### src/rtl/neighbor_info_bank_arbiter_pkg.sv
// Shared defaults and record types for the neighbor-info bank arbiter.
package neighbor_info_bank_arbiter_pkg;

    // Default geometry of the neighbor-info memory.
    localparam int NIB_NUM_BANK   = 4;
    localparam int NIB_ROW_W      = 7;
    localparam int NIB_DATA_W     = 16;
    localparam int NIB_TAG_W      = 4;
    localparam int NIB_STARVE_MAX = 4;

    // One bank's SRAM request pins (cen/wen active low).
    typedef struct packed {
        logic                  cen;
        logic                  wen;
        logic [NIB_ROW_W-1:0]  a;
        logic [NIB_DATA_W-1:0] d;
    } bank_req_t;

    // One read response as held in the response buffer.
    typedef struct packed {
        logic [NIB_DATA_W-1:0] data;
        logic [NIB_TAG_W-1:0]  tag;
    } rsp_t;

endpackage

### src/rtl/neighbor_info_bank_arbiter_if.sv
// Request, response and SRAM bank bundle of the neighbor-info bank arbiter.
interface neighbor_info_bank_arbiter_if #(
    parameter int NUM_BANK = 4,
    parameter int ROW_W    = 7,
    parameter int DATA_W   = 16,
    parameter int TAG_W    = 4
);
    localparam int ADDR_W = ROW_W + $clog2(NUM_BANK);

    logic                       wr_valid;
    logic                       wr_ready;
    logic [ADDR_W-1:0]          wr_addr;
    logic [DATA_W-1:0]          wr_data;
    logic                       rd_valid;
    logic                       rd_ready;
    logic [ADDR_W-1:0]          rd_addr;
    logic [TAG_W-1:0]           rd_tag;
    logic                       rsp_valid;
    logic                       rsp_ready;
    logic [DATA_W-1:0]          rsp_data;
    logic [TAG_W-1:0]           rsp_tag;
    logic [NUM_BANK-1:0]        bank_cen;
    logic [NUM_BANK-1:0]        bank_wen;
    logic [NUM_BANK*ROW_W-1:0]  bank_a;
    logic [NUM_BANK*DATA_W-1:0] bank_d;
    logic [NUM_BANK*DATA_W-1:0] bank_q;

    // Requesters, response consumer and SRAM macros together.
    modport master (
        output wr_valid, wr_addr, wr_data, rd_valid, rd_addr, rd_tag, rsp_ready, bank_q,
        input  wr_ready, rd_ready, rsp_valid, rsp_data, rsp_tag,
        input  bank_cen, bank_wen, bank_a, bank_d
    );

    // The arbiter itself.
    modport slave (
        input  wr_valid, wr_addr, wr_data, rd_valid, rd_addr, rd_tag, rsp_ready, bank_q,
        output wr_ready, rd_ready, rsp_valid, rsp_data, rsp_tag,
        output bank_cen, bank_wen, bank_a, bank_d
    );
endinterface

### src/rtl/neighbor_info_rsp_fifo.sv
// Two-entry in-order response buffer; push and pop may coincide at any fill level.
module neighbor_info_rsp_fifo
    import neighbor_info_bank_arbiter_pkg::*;
(
    input  logic       clk,
    input  logic       reset,
    input  logic       i_push,
    input  rsp_t       i_din,
    input  logic       i_pop,
    output rsp_t       o_dout,
    output logic [1:0] o_count
);
    rsp_t       r_mem [2];
    logic       r_wr_ptr;
    logic       r_rd_ptr;
    logic [1:0] r_count;

    // Storage, pointers and occupancy; a push into a full buffer is only legal
    // alongside a pop, in which case it lands in the slot being vacated.
    always_ff @(posedge clk or posedge reset) begin
        if (reset) begin
            for (int i = 0; i < 2; i++) begin
                r_mem[i] <= '0;
            end
            r_wr_ptr <= 1'b0;
            r_rd_ptr <= 1'b0;
            r_count  <= 2'd0;
        end else begin
            if (i_push) begin
                r_mem[r_wr_ptr] <= i_din;
                r_wr_ptr        <= ~r_wr_ptr;
            end
            if (i_pop) begin
                r_rd_ptr <= ~r_rd_ptr;
            end
            r_count <= r_count + 2'(i_push) - 2'(i_pop);
        end
    end

    assign o_dout  = r_mem[r_rd_ptr];
    assign o_count = r_count;

    // Credits reserve a slot for every read in flight, so this must never fire.
    a_no_overflow: assert property (@(posedge clk) disable iff (reset)
        !(i_push && !i_pop && (r_count == 2'd2)));

endmodule

### src/rtl/neighbor_info_bank_arbiter.sv
// Shares the banked single-port neighbor-info SRAMs between a write port and a
// read port, with write-starvation protection and a credit-guarded read return.
module neighbor_info_bank_arbiter
    import neighbor_info_bank_arbiter_pkg::*;
#(
    parameter int NUM_BANK   = NIB_NUM_BANK,
    parameter int ROW_W      = NIB_ROW_W,
    parameter int DATA_W     = NIB_DATA_W,
    parameter int TAG_W      = NIB_TAG_W,
    parameter int STARVE_MAX = NIB_STARVE_MAX
) (
    input logic                         clk,
    input logic                         reset,
    neighbor_info_bank_arbiter_if.slave bus
);
    localparam int BANK_W = $clog2(NUM_BANK);
    localparam int ADDR_W = ROW_W + BANK_W;
    localparam int CNT_W  = $clog2(STARVE_MAX + 1);

    logic [BANK_W-1:0] w_wr_bank;
    logic [BANK_W-1:0] w_rd_bank;
    logic [ROW_W-1:0]  w_wr_row;
    logic [ROW_W-1:0]  w_rd_row;
    logic              w_same_bank;
    logic              w_force_wr;
    logic              w_rd_elig;
    logic              w_rd_gnt;
    logic              w_wr_gnt;
    logic              w_pop;
    logic [1:0]        w_count;
    logic [2:0]        w_used;
    rsp_t              w_push_rsp;
    rsp_t              w_head;

    logic [CNT_W-1:0]  r_starve;
    logic              r_inf_valid;
    logic [BANK_W-1:0] r_inf_bank;
    logic [TAG_W-1:0]  r_inf_tag;

    // Low address bits interleave banks; the upper bits select the row.
    assign w_wr_bank = bus.wr_addr[BANK_W-1:0];
    assign w_wr_row  = bus.wr_addr[ADDR_W-1:BANK_W];
    assign w_rd_bank = bus.rd_addr[BANK_W-1:0];
    assign w_rd_row  = bus.rd_addr[ADDR_W-1:BANK_W];

    // Slots claimed by buffered plus in-flight reads; a same-cycle pop frees one.
    assign w_pop     = (w_count != 2'd0) && bus.rsp_ready;
    assign w_used    = 3'(w_count) + 3'(r_inf_valid) - 3'(w_pop);
    assign w_rd_elig = bus.rd_valid && (w_used < 3'd2) && !reset;

    // Reads win bank conflicts until the write has lost STARVE_MAX times in a row.
    assign w_same_bank = (w_wr_bank == w_rd_bank);
    assign w_force_wr  = bus.wr_valid && w_same_bank && (r_starve == CNT_W'(STARVE_MAX));
    assign w_rd_gnt    = w_rd_elig && !w_force_wr;
    assign w_wr_gnt    = bus.wr_valid && !reset && !(w_rd_gnt && w_same_bank);

    assign bus.wr_ready = w_wr_gnt;
    assign bus.rd_ready = w_rd_gnt;

    // Count consecutive lost write arbitrations, saturating at the force point.
    always_ff @(posedge clk or posedge reset) begin
        if (reset) begin
            r_starve <= '0;
        end else if (!bus.wr_valid || w_wr_gnt) begin
            r_starve <= '0;
        end else if (r_starve != CNT_W'(STARVE_MAX)) begin
            r_starve <= r_starve + CNT_W'(1);
        end
    end

    genvar gi;
    generate
        for (gi = 0; gi < NUM_BANK; gi++) begin : g_bank
            bank_req_t        w_req;
            logic [ROW_W-1:0]  r_a;
            logic [DATA_W-1:0] r_d;

            // Granted bank takes the request; idle banks park on their last a/d.
            always_comb begin
                w_req.cen = 1'b1;
                w_req.wen = 1'b1;
                w_req.a   = r_a;
                w_req.d   = r_d;
                if (w_wr_gnt && (w_wr_bank == BANK_W'(gi))) begin
                    w_req.cen = 1'b0;
                    w_req.wen = 1'b0;
                    w_req.a   = w_wr_row;
                    w_req.d   = bus.wr_data;
                end else if (w_rd_gnt && (w_rd_bank == BANK_W'(gi))) begin
                    w_req.cen = 1'b0;
                    w_req.a   = w_rd_row;
                end
            end

            // Shadow of the address/data pins so they stay quiet between accesses.
            always_ff @(posedge clk or posedge reset) begin
                if (reset) begin
                    r_a <= '0;
                    r_d <= '0;
                end else begin
                    r_a <= w_req.a;
                    r_d <= w_req.d;
                end
            end

            assign bus.bank_cen[gi]                 = w_req.cen;
            assign bus.bank_wen[gi]                 = w_req.wen;
            assign bus.bank_a[gi*ROW_W +: ROW_W]    = w_req.a;
            assign bus.bank_d[gi*DATA_W +: DATA_W]  = w_req.d;
        end
    endgenerate

    // Remember which bank answers next cycle and the tag to return with it.
    always_ff @(posedge clk or posedge reset) begin
        if (reset) begin
            r_inf_valid <= 1'b0;
            r_inf_bank  <= '0;
            r_inf_tag   <= '0;
        end else begin
            r_inf_valid <= w_rd_gnt;
            if (w_rd_gnt) begin
                r_inf_bank <= w_rd_bank;
                r_inf_tag  <= bus.rd_tag;
            end
        end
    end

    assign w_push_rsp.data = bus.bank_q[int'(r_inf_bank)*DATA_W +: DATA_W];
    assign w_push_rsp.tag  = r_inf_tag;

    neighbor_info_rsp_fifo u_rsp_fifo (
        .clk     (clk),
        .reset   (reset),
        .i_push  (r_inf_valid),
        .i_din   (w_push_rsp),
        .i_pop   (w_pop),
        .o_dout  (w_head),
        .o_count (w_count)
    );

    assign bus.rsp_valid = (w_count != 2'd0);
    assign bus.rsp_data  = w_head.data;
    assign bus.rsp_tag   = w_head.tag;

endmodule

### src/flat_wrapper.sv
// flat-port wrapper written by rule: the top's interface ports become plain ports
module neighbor_info_bank_arbiter_flat import neighbor_info_bank_arbiter_pkg::*;
#(
    parameter int NUM_BANK   = NIB_NUM_BANK,
    parameter int ROW_W      = NIB_ROW_W,
    parameter int DATA_W     = NIB_DATA_W,
    parameter int TAG_W      = NIB_TAG_W,
    parameter int STARVE_MAX = NIB_STARVE_MAX
)
  (clk, reset, bus_wr_valid, bus_wr_addr, bus_wr_data, bus_rd_valid, bus_rd_addr, bus_rd_tag, bus_rsp_ready, bus_bank_q, bus_wr_ready, bus_rd_ready, bus_rsp_valid, bus_rsp_data, bus_rsp_tag, bus_bank_cen, bus_bank_wen, bus_bank_a, bus_bank_d);
  neighbor_info_bank_arbiter_if #(.NUM_BANK(NUM_BANK), .ROW_W(ROW_W), .DATA_W(DATA_W), .TAG_W(TAG_W)) bus_i ();
  input logic clk;
  input logic reset;
  input wire logic [$bits(bus_i.wr_valid)-1:0] bus_wr_valid;
  input wire logic [$bits(bus_i.wr_addr)-1:0] bus_wr_addr;
  input wire logic [$bits(bus_i.wr_data)-1:0] bus_wr_data;
  input wire logic [$bits(bus_i.rd_valid)-1:0] bus_rd_valid;
  input wire logic [$bits(bus_i.rd_addr)-1:0] bus_rd_addr;
  input wire logic [$bits(bus_i.rd_tag)-1:0] bus_rd_tag;
  input wire logic [$bits(bus_i.rsp_ready)-1:0] bus_rsp_ready;
  input wire logic [$bits(bus_i.bank_q)-1:0] bus_bank_q;
  output wire logic [$bits(bus_i.wr_ready)-1:0] bus_wr_ready;
  output wire logic [$bits(bus_i.rd_ready)-1:0] bus_rd_ready;
  output wire logic [$bits(bus_i.rsp_valid)-1:0] bus_rsp_valid;
  output wire logic [$bits(bus_i.rsp_data)-1:0] bus_rsp_data;
  output wire logic [$bits(bus_i.rsp_tag)-1:0] bus_rsp_tag;
  output wire logic [$bits(bus_i.bank_cen)-1:0] bus_bank_cen;
  output wire logic [$bits(bus_i.bank_wen)-1:0] bus_bank_wen;
  output wire logic [$bits(bus_i.bank_a)-1:0] bus_bank_a;
  output wire logic [$bits(bus_i.bank_d)-1:0] bus_bank_d;
  assign bus_i.wr_valid = bus_wr_valid;
  assign bus_i.wr_addr = bus_wr_addr;
  assign bus_i.wr_data = bus_wr_data;
  assign bus_i.rd_valid = bus_rd_valid;
  assign bus_i.rd_addr = bus_rd_addr;
  assign bus_i.rd_tag = bus_rd_tag;
  assign bus_i.rsp_ready = bus_rsp_ready;
  assign bus_i.bank_q = bus_bank_q;
  assign bus_wr_ready = bus_i.wr_ready;
  assign bus_rd_ready = bus_i.rd_ready;
  assign bus_rsp_valid = bus_i.rsp_valid;
  assign bus_rsp_data = bus_i.rsp_data;
  assign bus_rsp_tag = bus_i.rsp_tag;
  assign bus_bank_cen = bus_i.bank_cen;
  assign bus_bank_wen = bus_i.bank_wen;
  assign bus_bank_a = bus_i.bank_a;
  assign bus_bank_d = bus_i.bank_d;
  neighbor_info_bank_arbiter #(.NUM_BANK(NUM_BANK), .ROW_W(ROW_W), .DATA_W(DATA_W), .TAG_W(TAG_W), .STARVE_MAX(STARVE_MAX)) u_core (.clk(clk), .reset(reset), .bus(bus_i));
endmodule
### config.mk
export PLATFORM = sky130hd
export DESIGN_NAME = neighbor_info_bank_arbiter_flat
export DESIGN_NICKNAME = d
export VERILOG_FILES = /design/src/rtl/neighbor_info_bank_arbiter_pkg.sv /design/src/rtl/neighbor_info_bank_arbiter_if.sv /design/src/rtl/neighbor_info_rsp_fifo.sv /design/src/rtl/neighbor_info_bank_arbiter.sv /design/src/flat_wrapper.sv
export SDC_FILE = /design/constraint.sdc
export NUM_CORES = 1
export LEC_CHECK = 0
export ABC_CLOCK_PERIOD_IN_PS = 9300
export CORE_ASPECT_RATIO = 1.25
export CORE_MARGIN = 1.5
export CORE_UTILIZATION = 35
export CTS_CLUSTER_DIAMETER = 150
export DETAILED_ROUTE_END_ITERATION = 10
export HOLD_SLACK_MARGIN = 0.08
export SYNTH_ARGS = -nofsm -noshare
export SYNTH_HDL_FRONTEND = slang
export SYNTH_SLANG_ARGS = --single-unit
### constraint.sdc
create_clock -name clk -period 9.3 [get_ports clk]
set_input_delay 1.395 -clock clk [delete_from_list [all_inputs] [get_ports clk]]
set_output_delay 1.395 -clock clk [all_outputs]
set_load 0.01 [all_outputs]
# Word level (Yosys, flattened, before mapping)
# Index checks and enable logic that the tools add are counted.
# totals
register_bits	146
input_bits	107
output_inout_bits	123
# classes
add_sub_neg	5
order_cmp	4
eq_ne	9
shift	1
mux	32
bitwise	4
n_reduce_logical	27
# op_table
op	n
20-bit two-way mux	4
16-bit two-way mux	4
64-bit by 7-bit variable part select with 16-bit output	1
7-bit two-way mux	8
40-bit bitwise mux	1
20-bit demux with 1-bit select	1
1-bit logical AND	18
1-bit two-way mux	12
2-bit == test (second input constant)	4
3-bit two-way mux	2
2-bit by 1-bit == test with 1-bit output (second input constant)	2
2-bit greater-or-equal comparator (second input constant)	2
1-bit logical NOT	4
2-bit logical NOT	2
1-bit inverter with 2-bit output	2
2-bit nonzero test	2
2-bit by 1-bit adder with 3-bit output	1
3-bit by 1-bit adder with 3-bit output (second input constant)	1
3-bit == test (second input constant)	1
3-bit by 2-bit less-than comparator with 1-bit output (second input constant)	1
3-bit != test (second input constant)	1
3-bit by 1-bit subtractor with 3-bit output	1
2-bit by 1-bit adder with 2-bit output	1
2-bit == test	1
other kinds (4)	5

# Logic depth before layout (Yosys ltp)
# depth
depth_word	12
depth_mapped	13
mapped_depth_nobuf	11

# Hierarchy
# From an unflattened synthesis, not the netlist that was laid out.
# hier_totals
cells_unflattened	519
hier_area_um2	7287.0
# modules_own_cells
module	instances	cells_each	area_per_inst_um2
neighbor_info_bank_arbiter	1	398	5213.8
neighbor_info_rsp_fifo	1	121	2073.2

# Least setup slack after synthesis
# No wires, ideal clock.
# synth_path
path_kind	input-to-output
from	in reset
to	out bus_bank_d[10]
t_arrival_ns	6.026
slack_ns	1.879
stages	6
path_buffers	2
cell_sequence	inv_1 -> nand2_1 -> a211o_1 -> buf_6 -> buf_6 -> mux2_4
# synth_between
elab_chain_cells	8
word_cells_on_any_way	9
# synth_lines
element	line	source
start, declared	flat_wrapper.sv:13	input logic reset;
1-bit logical NOT (*)	neighbor_info_bank_arbiter.sv:49, neighbor_info_bank_arbiter.sv:55	
1-bit logical AND	neighbor_info_bank_arbiter.sv:49	assign w_rd_elig = bus.rd_valid && (w_used < 3'd2) && !reset;
1-bit logical AND	neighbor_info_bank_arbiter.sv:54	assign w_rd_gnt = w_rd_elig && !w_force_wr;
1-bit logical AND	neighbor_info_bank_arbiter.sv:55	assign w_wr_gnt = bus.wr_valid && !reset && !(w_rd_gnt && w_same_bank);
1-bit logical NOT	neighbor_info_bank_arbiter.sv:55	
1-bit logical AND (*)	neighbor_info_bank_arbiter.sv:55	
1-bit logical AND (*)	neighbor_info_bank_arbiter.sv:84	if (w_wr_gnt && (w_wr_bank == BANK_W'(gi))) begin
16-bit two-way mux (*)	neighbor_info_bank_arbiter.sv:84	
end, declared	flat_wrapper.sv:30	output wire logic [$bits(bus_i.bank_d)-1:0] bus_bank_d;
# Every way passes the cells marked *; elsewhere a longest branch is shown, timed or not.

# Worst setup path in the final report
# layout_path
from	in bus_rsp_ready
to	out bus_bank_d[17]
# layout_between
elab_chain_cells	11
# layout_lines
element	line	source
start, declared	flat_wrapper.sv:20	input wire logic [$bits(bus_i.rsp_ready)-1:0] bus_rsp_ready;
1-bit logical AND	neighbor_info_bank_arbiter.sv:47	assign w_pop = (w_count != 2'd0) && bus.rsp_ready;
via u_core.u_rsp_fifo.i_pop	neighbor_info_rsp_fifo.sv:9	input logic i_pop,
3-bit by 1-bit subtractor with 3-bit output	neighbor_info_bank_arbiter.sv:48	assign w_used = 3'(w_count) + 3'(r_inf_valid) - 3'(w_pop);
3-bit by 2-bit less-than comparator with 1-bit output	neighbor_info_bank_arbiter.sv:49	
1-bit logical AND (2 in series)	neighbor_info_bank_arbiter.sv:49	
1-bit logical AND	neighbor_info_bank_arbiter.sv:54	
1-bit logical AND	neighbor_info_bank_arbiter.sv:55	
1-bit logical NOT	neighbor_info_bank_arbiter.sv:55	
1-bit logical AND	neighbor_info_bank_arbiter.sv:55	
1-bit logical AND	neighbor_info_bank_arbiter.sv:84	
16-bit two-way mux	neighbor_info_bank_arbiter.sv:84	
# The timed path passes the listed nets, and every way through them passes these cells.

==> flow_summary.yaml <==
cells_and_area:
  antenna_cells: 0
  syn_to_final_growth_pct: 42.04
  fillers: 1718
  final_area_um2: 10020
  multi_input_area_um2: 3113
  nets: 837
  final_common_cell: "clkdlybuf4s50_1"
  regArea_um2: 3654
  drive_above_1_share_pct: 25.61
  final_cell_mix: "clkdlybuf4s50_1, dfrtp_1, mux2_2, mux2_4, nand3_1"
synth:
  ys_seq_area_share_pct: 51.77
  synth_compound_area_share_pct: 9.007
  yosysWarnings: 0
  synth_top_family_by_area: "multiplexers"
  syn_inst: 514
  synthSimpleGateAreaFrac_pct: 4.876
  avgSynthCellArea_um2: 13.73
  synthArstFlopShare_pct: 100.0
  synth_seq_cells: 146
  synth_top_cell_area_share_pct: 51.77
  synth-edff-count: 0
  synth_fa_ha_area_share_pct: 0.9929
  synthMuxAreaShare_pct: 28.33
  yosys-top-cells-area: "dfrtp_1, mux2_2, mux2_4, mux4_2, a2111oi_0"
  synth_ff_type: "dfrtp_1"
  synth_top_area_cell: "dfrtp_1"
  synth-xor-area-share_pct: 0.8688
  syn_area_um2: 7057
  synth_nets: 626
  ys_types: 32
timing:
  slew_headroom_pct: 21.45
  finalWorstSetupSlack_ns: 2.773
  slew_viol_final: 0
  rsz0062_at_grt: "false"
  tightest_slew_ns: 1.177
  tns_ns: 0
  fin_crit_ns: 6.527
  period_share_pct: 70.18
  finalClockSkew_ns: 0.008300
  whs_ns: 0.4944
  max_freq_ghz: 0.1532
  hold_viol: 0
  setup_violations: 0
run_status:
  status: "complete, no violations"
clocking:
  numCtsBuffers: 17
  cts_resized: 0
  clockBufferDepth: 2
  cts.sinks: 146
  cts_setup_buffers: 0
  clk_pin_slew_ns: 0.06
  cts_hold_buf: 0
  cts-htree-levels: 4
  clkLatencyLatePin_ns: 0.42
  cts_tree: "built"
  cts_root_buf: "clkbuf_16"
global_routing:
  antenna_found_initial: 0
  grt-ovfl-total: 0
  grt_pass1_wl_um: 31170
  first_global_vias: 5616
  track_usage_pct: 19.52
  grt_max_degree: 85
critical_path:
  r2r_setup_slack_ns: 5.57
  cp_slowest_cell: "fa_1"
  cp_cell_sequence: "clkdlybuf4s50_1 > and2_1 > ha_1 > inv_1 > ha_1 > inv_1 > fa_1 > nand3b_1 > nor2_1 > buf_4 > a211o_1 > buf_4 > mux2_2 > clkdlybuf4s50_1"
  critPathKind: "input pin to output pin"
  start_kind: "input pin"
  critical_path_arrival_ns: 5.13
  max_stage_delay_ns: 0.55
  end_kind: "output pin"
  cp_max_fo: 34
  required_ns: 7.91
place:
  gp_congestion: 0.8067
  pre_cts_slack_ns: 2.771
  io_buffers: 229
  dp_hpwl_um: 14210
  placed_cell_area_um2: 9474
floorplanning:
  io_pins: 230
  initial_utilization_pct: 35.98
  core_area_um2: 19610
  rows: 57
  die_area_um2: 21030
  die_h_um: 161.8
  die_w_um: 130
pwr:
  peakVddDrop_v: 0.0001444
  power_density_nw_per_um2: 293.0
  p_leak_nw: 4.115
  power_mw: 2.937
detailed_routing:
  drt_iter0_drc: 227
  dr_total_vias: 5295
  vias_per_cell: 5.279
  wl_per_cell_um: 20.08
  drc_errors: 0
  drtAntennaViolNets: 0
  dr.pass1.iters: 4
  routed_wl_um: 20140
min_path:
  hold_path_class: "register to register"
run:
  cap_viol_max_count: 0
## cells in the mapped netlist, drive strengths merged, types with 3 or more instances
library cell  count
a2111oi          28
a211o             4
a21boi            4
a31oi            28
and3              6
buf              16
clkbuf           28
dfrtp           146
ha                4
inv               7
mux2            130
mux4             16
nand2             5
nand3            33
nor2              5
o21ai            28
xnor2             4
xor2              3
## worst max-delay path: cells and delay by family
| kind | cells | cell delay (ns) |
|---|---|---|
| buffers and inverters | 6 | 1.66 |
| multiplexers | 1 | 0.39 |
| adder cells (fa/ha/maj) | 3 | 0.99 |
| AND/OR/NAND/NOR | 3 | 0.36 |
| AO/OA/AOI/OAI | 1 | 0.31 |
## per-layer routing
layer  routed length [um]  up-vias  global-route usage, %
met3                 1383       36                  4.908
met5                    0        -                      0
met4                  539        0                  7.121
met2                10680      207                  34.75
li1                     -     2361                      -
met1                 7545     2691                  22.40
## stage by stage
step	util, %	cells
after global placement	48.31	971
after floorplan	-	514
final	51.11	1003
after CTS	51.11	1003
after global routing	51.11	1003
after detailed placement	48.31	971
## final timing paths
check                                              from  depth (start not counted)                     endpoint
max                                       bus_rsp_ready                         14               bus_bank_d[17]
min                             u_core.g_bank[0].r_d[1]                          1      u_core.g_bank[0].r_d[1]
max reg2reg                u_core.u_rsp_fifo.o_count[1]                         13      u_core.g_bank[1].r_d[1]
min reg2reg                     u_core.g_bank[0].r_d[1]                          1      u_core.g_bank[0].r_d[1]
max in group asynchronous                         reset                          3  u_core.u_rsp_fifo.r_mem[17]
min in group asynchronous                         reset                          2           u_core.r_starve[1]
## cells by family (layout without fill, tap and decap cells)
logic type / count (synthesis) / count (layout)
multiplexers: 147 / 147
flip-flops: 146 / 146
AND/OR/NAND/NOR: 64 / 64
XOR/XNOR: 7 / 7
AO/OA/AOI/OAI: 94 / 94
adder cells (fa/ha/maj): 5 / 5
buffers and inverters: 51 / 275
## cell type report
class,instances,area share [%]
inverters,7,0.3121
multi-input cells,317,31.06
flip-flops and latches,146,36.45
clock inverters,15,1.236
well taps,265,3.308
repair buffers,236,23.39
clock buffers,17,4.244
## registers in the layout, indices dropped and copies added (netlist names)
register / flops
u_core.u_rsp_fifo.r_rd_ptr: 1
u_core.g_bank.r_a: 28
u_core.r_inf_bank: 2
u_core.r_starve: 3
u_core.u_rsp_fifo.o_count: 2
u_core.u_rsp_fifo.r_wr_ptr: 1
u_core.r_inf_tag: 4
u_core.r_inf_valid: 1
u_core.u_rsp_fifo.r_mem: 40
u_core.g_bank.r_d: 64
## where the power goes
group	switching [mW]	total (mW)	internal (mW)
Clock	0.291	0.640	0.349
Combinational	0.509	1.27	0.762
Sequential	0.148	1.03	0.878
Note: power is estimated with default switching activity, not from simulation.
